$ cat config.mk
export PLATFORM = sky130hd
export DESIGN_NAME = tri_eccgen_buf
export DESIGN_NICKNAME = d
export VERILOG_FILES = /design/src/rtl/tri_eccgen_buf.sv
export SDC_FILE = /design/constraint.sdc
export NUM_CORES = 1
export LEC_CHECK = 0
export ABC_AREA = 1
export CORE_MARGIN = 2
export CORE_UTILIZATION = 45
export CTS_BUF_LIST = sky130_fd_sc_hd__clkbuf_16
export DETAILED_ROUTE_END_ITERATION = 6
export PLACE_DENSITY = 0.67
export SYNTH_ARGS = -nofsm -noshare
export SYNTH_HDL_FRONTEND = slang
export SYNTH_SLANG_ARGS = --single-unit
export TNS_END_PERCENT = 1
$ cat constraint.sdc
create_clock -name clk -period 2.4 [get_ports clk]
set_input_delay 0.72 -clock clk [delete_from_list [all_inputs] [get_ports clk]]
set_output_delay 0.72 -clock clk [all_outputs]
set_load 0.01 [all_outputs]
$ cat src/rtl/tri_eccgen_buf.sv
`default_nettype none
// tri_eccgen_buf -- 64b SEC-DED write-side encoder with a 2-entry valid/ready buffer and one-shot error injector.
// Rev 1.0
module tri_eccgen_buf #(
  parameter int REGSIZE = 64
) (
  input  logic               clk,
  input  logic               rst,
  input  logic               in_val,
  output logic               in_rdy,
  input  logic [0:REGSIZE-1] in_data,
  input  logic               inj_arm,
  input  logic [6:0]         inj_pos,
  input  logic               inj_dbl,
  output logic               inj_pend,
  output logic               out_val,
  input  logic               out_rdy,
  output logic [0:REGSIZE-1] out_data,
  output logic [0:7]         out_ecc,
  output logic               out_inj
);

  if (REGSIZE != 64) begin : g_bad_regsize
    $error("tri_eccgen_buf: REGSIZE must be 64");
  end

  localparam logic [7:0] C_COL [64] = '{
    8'hE0, 8'hD0, 8'hB0, 8'h70, 8'hC8, 8'hA8, 8'h68, 8'h98,
    8'h58, 8'h38, 8'hF8, 8'hC4, 8'hA4, 8'h64, 8'h94, 8'h54,
    8'h34, 8'hF4, 8'h8C, 8'h4C, 8'h2C, 8'hEC, 8'h1C, 8'hDC,
    8'hBC, 8'h7C, 8'hC2, 8'hA2, 8'h62, 8'h92, 8'h52, 8'h32,
    8'hF2, 8'h8A, 8'h4A, 8'h2A, 8'hEA, 8'h1A, 8'hDA, 8'hBA,
    8'h7A, 8'h86, 8'h46, 8'h26, 8'hE6, 8'h16, 8'hD6, 8'hB6,
    8'h76, 8'h0E, 8'hCE, 8'hAE, 8'h6E, 8'h9E, 8'h5E, 8'h3E,
    8'hFE, 8'hC1, 8'hA1, 8'h61, 8'h91, 8'h51, 8'h31, 8'hF1
  };
  localparam logic [6:0] C_LAST_POS = 7'd71;

  typedef enum logic {INJ_IDLE, INJ_ARMED} inj_state_e;

  typedef struct packed {
    logic [0:REGSIZE-1] data;
    logic [0:7]         ecc;
    logic               inj;
  } entry_t;

  inj_state_e        inj_state_q;
  logic [6:0]        inj_pos_q;
  logic              inj_dbl_q;
  logic [1:0]        cnt_q, cnt_d;
  entry_t            head_q, head_d, skid_q, skid_d;

  logic [0:7]         w_ecc;
  logic [0:REGSIZE+7] w_cw, w_mask;
  logic [6:0]         w_pos2;
  entry_t             w_new;
  logic               w_push, w_pop;

  // Check bit j is column bit (7-j); ecc[0] is the column MSB.
  always_comb begin
    w_ecc = '0;
    for (int i = 0; i < REGSIZE; i++) begin
      for (int j = 0; j < 8; j++) begin
        if (C_COL[i][7-j]) w_ecc[j] = w_ecc[j] ^ in_data[i];
      end
    end
  end

  always_comb begin
    w_cw   = {in_data, w_ecc};
    w_mask = '0;
    w_pos2 = (inj_pos_q == C_LAST_POS) ? 7'd0 : inj_pos_q + 7'd1;
    if (inj_state_q == INJ_ARMED) begin
      w_mask[inj_pos_q] = 1'b1;
      if (inj_dbl_q) w_mask[w_pos2] = 1'b1;
    end
    w_new.data = w_cw[0:REGSIZE-1] ^ w_mask[0:REGSIZE-1];
    w_new.ecc  = w_cw[REGSIZE:REGSIZE+7] ^ w_mask[REGSIZE:REGSIZE+7];
    w_new.inj  = (inj_state_q == INJ_ARMED);
  end

  assign in_rdy   = ~rst & (cnt_q != 2'd2);
  assign out_val  = (cnt_q != 2'd0);
  assign out_data = head_q.data;
  assign out_ecc  = head_q.ecc;
  assign out_inj  = head_q.inj;
  assign inj_pend = (inj_state_q == INJ_ARMED);

  assign w_push = in_val & in_rdy;
  assign w_pop  = out_val & out_rdy;

  // head_q always presents the oldest beat; skid_q is only occupied at count 2.
  always_comb begin
    head_d = head_q;
    skid_d = skid_q;
    cnt_d  = cnt_q;
    if (w_pop) begin
      if (cnt_q == 2'd2)  head_d = skid_q;
      else if (w_push)    head_d = w_new;
    end else if (w_push) begin
      if (cnt_q == 2'd0)  head_d = w_new;
      else                skid_d = w_new;
    end
    if (w_push && !w_pop)      cnt_d = cnt_q + 2'd1;
    else if (w_pop && !w_push) cnt_d = cnt_q - 2'd1;
  end

  always_ff @(posedge clk) begin
    if (rst) begin
      cnt_q  <= 2'd0;
      head_q <= '0;
      skid_q <= '0;
    end else begin
      cnt_q  <= cnt_d;
      head_q <= head_d;
      skid_q <= skid_d;
    end
  end

  // The beat accepted in the arm cycle is not injected: state is still IDLE then.
  always_ff @(posedge clk) begin
    if (rst) begin
      inj_state_q <= INJ_IDLE;
      inj_pos_q   <= 7'd0;
      inj_dbl_q   <= 1'b0;
    end else begin
      case (inj_state_q)
        INJ_IDLE: begin
          if (inj_arm && (inj_pos <= C_LAST_POS)) begin
            inj_state_q <= INJ_ARMED;
            inj_pos_q   <= inj_pos;
            inj_dbl_q   <= inj_dbl;
          end
        end
        INJ_ARMED: begin
          if (w_push) inj_state_q <= INJ_IDLE;
        end
        default: inj_state_q <= INJ_IDLE;
      endcase
    end
  end

endmodule
`default_nettype wire

; ---- Yosys cells after proc, flatten, opt, wreduce, memory -nomap -nowiden
; Index checks and enable logic that the tools add are counted.
[word_totals]
regBits = 157
out_inout_bits = 76
in_bits = 77
wordCells = 297
[op_classes]
n_eq_ne = 3
reduce_logical = 16
magnitude_cmp = 5
add_sub_neg = 3
bitwise_logic = 243
mux = 17
[op_table]
columns = cell, n
row1 = 2-to-1 mux 73 bit, 5
row2 = XOR 1 bit, 231
row3 = 2-to-1 mux 72 bit, 2
row4 = bitwise OR 72 bit, 1
row5 = XOR 64 bit, 1
row6 = greater-or-equal comparator 8 bit (second input constant), 2
row7 = less-than comparator 8 x 1 -> 1 bit (second input constant), 2
row8 = inverter 7 -> 8 bit, 2
row9 = demux 1 bit (select 7 bit), 2
row10 = nonzero test 2 bit, 5
row11 = XOR 8 bit, 1
row12 = adder 7 x 1 -> 7 bit (second input constant), 1
row13 = == test 7 bit (second input constant), 1
row14 = <= comparator 7 bit (second input constant), 1
row15 = 2-to-1 mux 7 bit, 1
row16 = AND reduction 3 bit, 2
row17 = logical AND 1 bit, 5
row18 = 2-to-1 mux 1 bit, 4
row19 = 2-to-1 mux 2 bit, 2
row20 = inverter 1 bit, 4
row21 = AND 1 bit, 3
row22 = adder 2 x 1 -> 2 bit (second input constant), 1
row23 = == test 2 bit (second input constant), 1
row24 = logical NOT 1 bit, 2
row25 = 5 further kinds, 5

; ---- Logic depth before layout (Yosys ltp)
; Gate-level depths: netlist of run 1.
[logic_depth]
word_depth = 38
depth_mapped = 21
depth_no_buf = 20

; ---- Worst setup path before layout of run 1
; OpenSTA, ideal clock, no wires.
[synth_path]
path_type = in2reg
startpoint = input port rst
endpoint = register head_q (netlist bit out_data[28])
arrival_time_ps = 2124
setup_ps = 132
path_buffers = 3
slack_ps = 143
required_ps = 2268
path_stages = 10
cell_sequence = clkbuf_1 > nor2_1 > nand2_1 > ha_1 > nor2_1 > inv_2 > buf_2 > buf_2 > nand2_1 > a21oi_1
[synth_via]
elab_chain_cells = 5
elab_cells_between_ends = 6
[synth_lines]
columns = element, line
row1 = "start, declared", 8  ; input logic rst,
row2 = inverter 1 bit (*), 82  ; assign in_rdy = ~rst & (cnt_q != 2'd2);
row3 = AND 1 bit (*), 82
row4 = net in_rdy, 10  ; output logic in_rdy,
row5 = AND 1 bit (*), 89  ; assign w_push = in_val & in_rdy;
row6 = nonzero test 2 bit (no source line), n/a
row7 = AND reduction 3 bit (no source line) (*), n/a
row8 = "end signal, assigned", 111  ; head_q <= '0;
row9 = "end signal, assigned", 115  ; head_q <= head_d;
row10 = "end, declared", 51  ; entry_t head_q, head_d, skid_q, skid_d;
; The timed path passes the listed nets; every way through them passes the cells marked *.
; A chain may end at the register's enable or synchronous reset.

; ---- Final worst setup path of run 1
[layout_path]
startpoint = input port in_data[58] in the netlist's numbering
endpoint = register head_q (netlist bit out_ecc[0])
[layout_via]
elab_chain_cells = 7
elab_cells_between_ends = 9
[layout_lines]
columns = element, line
row1 = "start, declared", 11  ; input logic [0:REGSIZE-1] in_data,
row2 = XOR 1 bit (*) (3 in series), 64  ; if (C_COL[i][7-j]) w_ecc[j] = w_ecc[j] ^ in_data[i];
row3 = XOR 8 bit (*), 78  ; w_new.ecc = w_cw[REGSIZE:REGSIZE+7] ^ w_mask[REGSIZE:REGSIZE+7];
row4 = 2-to-1 mux 73 bit (on tied branches), "101, 99"
row5 = 2-to-1 mux 73 bit (on tied branches), "100, 98"
row6 = 2-to-1 mux 73 bit (*), 97  ; if (w_pop) begin
; Mark *: on every way between the ends. The rest lies on a longest branch, timed or not. The select of a mux whose other input is x is not followed.

==> results.md, run 1 <==
* Status: complete, no violations
* Synth area leader: dfxtp_1
* Synth Flop Type: dfxtp_1
* Max Freq at 418 MHz
* Core Box Area at 25900 µm²
* Min Tclk post-route at 2.39 ns
* Met1 Use GR at 0.396
* Slew Limit Fails at 0
* Post-layout util at 0.630
* Initial DRC Count at 1260
* Number of antenna violations at the first check in global routing at 0
* Synth cell types at 43
* Max-slew headroom at 0.306
* Ys async rst share at 0
* MaxCap Viol Count at 0
* Worst min-delay path class: register to register
* Crit. End Element: register
* Initial core utilization at 0.455
* PD cells at 627 nW/µm²
* Placed insts at 2590
* Critical hold path startpoint: out_data[63]
* Cells on Worst Hold Path at 2
* Synth top area share at 0.267
* IO buf count at 152
* Final setup viols at 0
* Final layout net count at 2358
* Seq cells post-synth at 157
* RSZ-0062 raised after global routing: yes
* Largest net degree at the start of global routing at 102
* Critical path arrival at 2.66 ns
* Gpl congestion at 0.971
* DIE AREA at 27500 µm²
* First-pass GRT wire length at 64900 µm
* Total wire length at 42300 µm
* Total GRT Usage at 0.299
* Register area at 3150 µm²
* Cells on worst reg2reg path at 16
* Post-Syn Nets at 2054
* Clk pin slew, worst setup/hold paths at 0.07 ns
* Post-Synthesis Cells at 1974
* Via count at 13413
* R2R Setup Slk at 0.05 ns
* DRT Pass-1 Iters at 6
* Die Y-Extent at 166 µm
* Synthesized area at 11800 µm²
* Vias in the first global route at 12121
* TritonCTS Buffers at 17
* Cts hold-fix bufs at 0
* Worst r2r dst: out_data[21]
* Global Route met2 Usage at 0.504
* Synth Warn # at 0
* Routed vias/inst at 5.11
* Startpoint types: primary input
* # diodes at 0
* Residual DRC at 0
* Layout cells sized above 1 at 0.172
* R2r startpoint: inj_pos_q[0]
* Multi-input gate area at 7590 µm²
* WS Path Type: primary input to register
* Setup_tns at 0 ns
* Post-synth EDFFs at 0
* Top cells by area, synth: dfxtp_1 27%, nand2_1 21%, inv_1 8.1%
* Slew @ Worst Pin at 1.04 ns
* Area added between synthesis and finish at 38.7%
* Pleak at 8.03 nW
* H-tree depth at 4
* Rows at 59
* Critical Path Source: in_data[58]
* FILL cells at 2471
* Fin crit share at 0.997
* Synth Area per Inst at 5.97 µm²
* Worst skew pair latency at 0.44 ns
* TritonCTS clock tree: done
* Critical Path RT at 2.67 ns
* Total grt overflow at 0
* WL/cell at 16.1 µm
* Placed wire-length estimate at 33300 µm
* Final worst hold slack at 0.463 ns
* GR peak layer: met2
* Root buf cell: clkbuf_16
* CP Max Fanout at 4
* Ports at 153
* DIE WIDTH at 166 µm
* Final ANT Viol Nets at 0
* Clk sinks at 157
* Worst hold endpoint: out_data[63]
* Final hold violation count at 0
* Max clock buf depth at 2
* Worst vdd ir at 0.486 mV
* Placed Area at 15200 µm²
* Clk_skew at 0.0284 ns
* Seq/Total Area, Yosys at 0.267
* Cell Count, Final, Fillers Out at 2626
* M3 GR Usage at 0.0365
* Final instance area at 16300 µm²
-- flip-flops by register name, indices dropped and copies added, names as in the netlist --
name       cells
inj_dbl_q      1
out_ecc        8
out_data      64
inj_pos_q      7
skid_q        73
out_inj        1
inj_pend       1
cnt_q          2
-- metrics by stage --
step | setup slack [ns] | power, mW
floorplan | 0.143 | 5.57
global placement | -0.648 | 7.30
detailed placement | -0.660 | 7.36
CTS | -0.0416 | 10.2
global route | -0.0714 | 10.9
finish | 0.00633 | 10.2
-- layer usage --
layer / up-vias / part of all wire
met5: - / 0
met4: 0 / 0.036
met3: 70 / 0.058
met2: 412 / 0.46
met1: 6091 / 0.44
li1: 6840 / -
-- worst max path at each step --
stage                         to  slack [ns]
finish                out_ecc[0]       0.006
global route          out_ecc[5]       -0.07
CTS                 out_data[21]       -0.04
detailed placement    out_ecc[0]       -0.66
global placement      out_ecc[0]       -0.65
floorplan           out_data[28]        0.14
-- cells in the mapped netlist (4+ instances only) --
cell and instances:
a21oi_1 189, xnor2_1 59, nor2_4 4, nor3_1 10, o21ai_0 104, or2_1 8
nand2_1 667, xor2_1 80, dfxtp_1 157, buf_2 26, nand2_2 8, nand3b_1 19
nor2_1 43, nor2_2 7, o21ai_1 53, nand4_1 4, inv_1 254, clkbuf_1 71
buf_1 5, inv_2 6, nand3_1 133, o211ai_1 38
-- logic make-up after synthesis --
| kind of cell | Yosys count | share of synthesized area |
|---|---|---|
| simple gates | 914 | 0.327 |
| fa+ha+maj | 3 | 0.00319 |
| buf+inv | 369 | 0.122 |
| compound gates | 391 | 0.176 |
| xor+xnor | 140 | 0.105 |
| flops | 157 | 0.267 |
-- where the power goes --
| group | switching (mW) | internal (mW) | leakage [nW] | total [mW] |
|---|---|---|---|---|
| Sequential | 0.174 | 2.97 | 1.28 | 3.14 |
| Combinational | 2.47 | 1.86 | 6.47 | 4.33 |
| Clock | 1.37 | 1.40 | 0.289 | 2.78 |
| Total | 4.01 | 6.23 | 8.03 | 10.2 |
-- critical path, stage by stage --
cell	delay, ns
clkdlybuf4s50_1	0.58
xnor2_1	0.36
buf_4	0.17
xor2_1	0.26
nand3_1	0.12
nand2_1	0.09
nand3_1	0.09
nand2_2	0.10
nand2_1	0.06
nand2_1	0.06
a21oi_1	0.05
-- area by class of cell --
cell class,instances,share of cell area
Sequential cell,157,0.193
Multi-Input combinational cell,1448,0.465
Timing Repair Buffer,391,0.220
Tap cell,335,0.0257
Clock inverter,15,0.0103
Clock buffer,17,0.0260
Inverter,263,0.0607
-- layout by cell type, fill, tap and decap left out, types with 10 or more instances in the layout --
cell type | synthesis | routed
nand2_1 | 667 | 638
inv_1 | 254 | 245
buf_4 | 1 | 211
a21oi_1 | 189 | 184
dfxtp_1 | 157 | 151
nand3_1 | 133 | 130
clkdlybuf4s50_1 | 0 | 106
o21ai_0 | 104 | 93
xor2_1 | 80 | 68
o21ai_1 | 53 | 58
xnor2_1 | 59 | 51
nor2_1 | 43 | 39
o211ai_1 | 38 | 38
nand2_2 | 8 | 33
dlymetal6s2s_1 | 0 | 27
nand3b_1 | 19 | 19
dlygate4sd2_1 | 0 | 18
clkbuf_16 | 0 | 17
buf_6 | 1 | 15
inv_2 | 6 | 14
buf_12 | 0 | 14
xor2_2 | 0 | 11
nor2_4 | 4 | 10
nor3_1 | 10 | 10
-- repair_timing --
| item | in CTS | in global routing |
|---|---|---|
| resized for setup | 47 | 118 |
| setup buffers | 0 | 4 |
| pin swaps | 5 | 17 |
| setup endpoints to repair | 22 | 129 |
Power figures use the tool's default switching activity.
==> run 2: changes to the inputs <==
--- a/config.mk
+++ b/config.mk
@@ -8,7 +8,6 @@
 export ABC_AREA = 1
 export CORE_MARGIN = 2
 export CORE_UTILIZATION = 45
-export CTS_BUF_LIST = sky130_fd_sc_hd__clkbuf_16
 export DETAILED_ROUTE_END_ITERATION = 6
 export PLACE_DENSITY = 0.67
 export SYNTH_ARGS = -nofsm -noshare
==> results of run 2 <==
Final layout, timing and power as in run 1 (identical DEF).
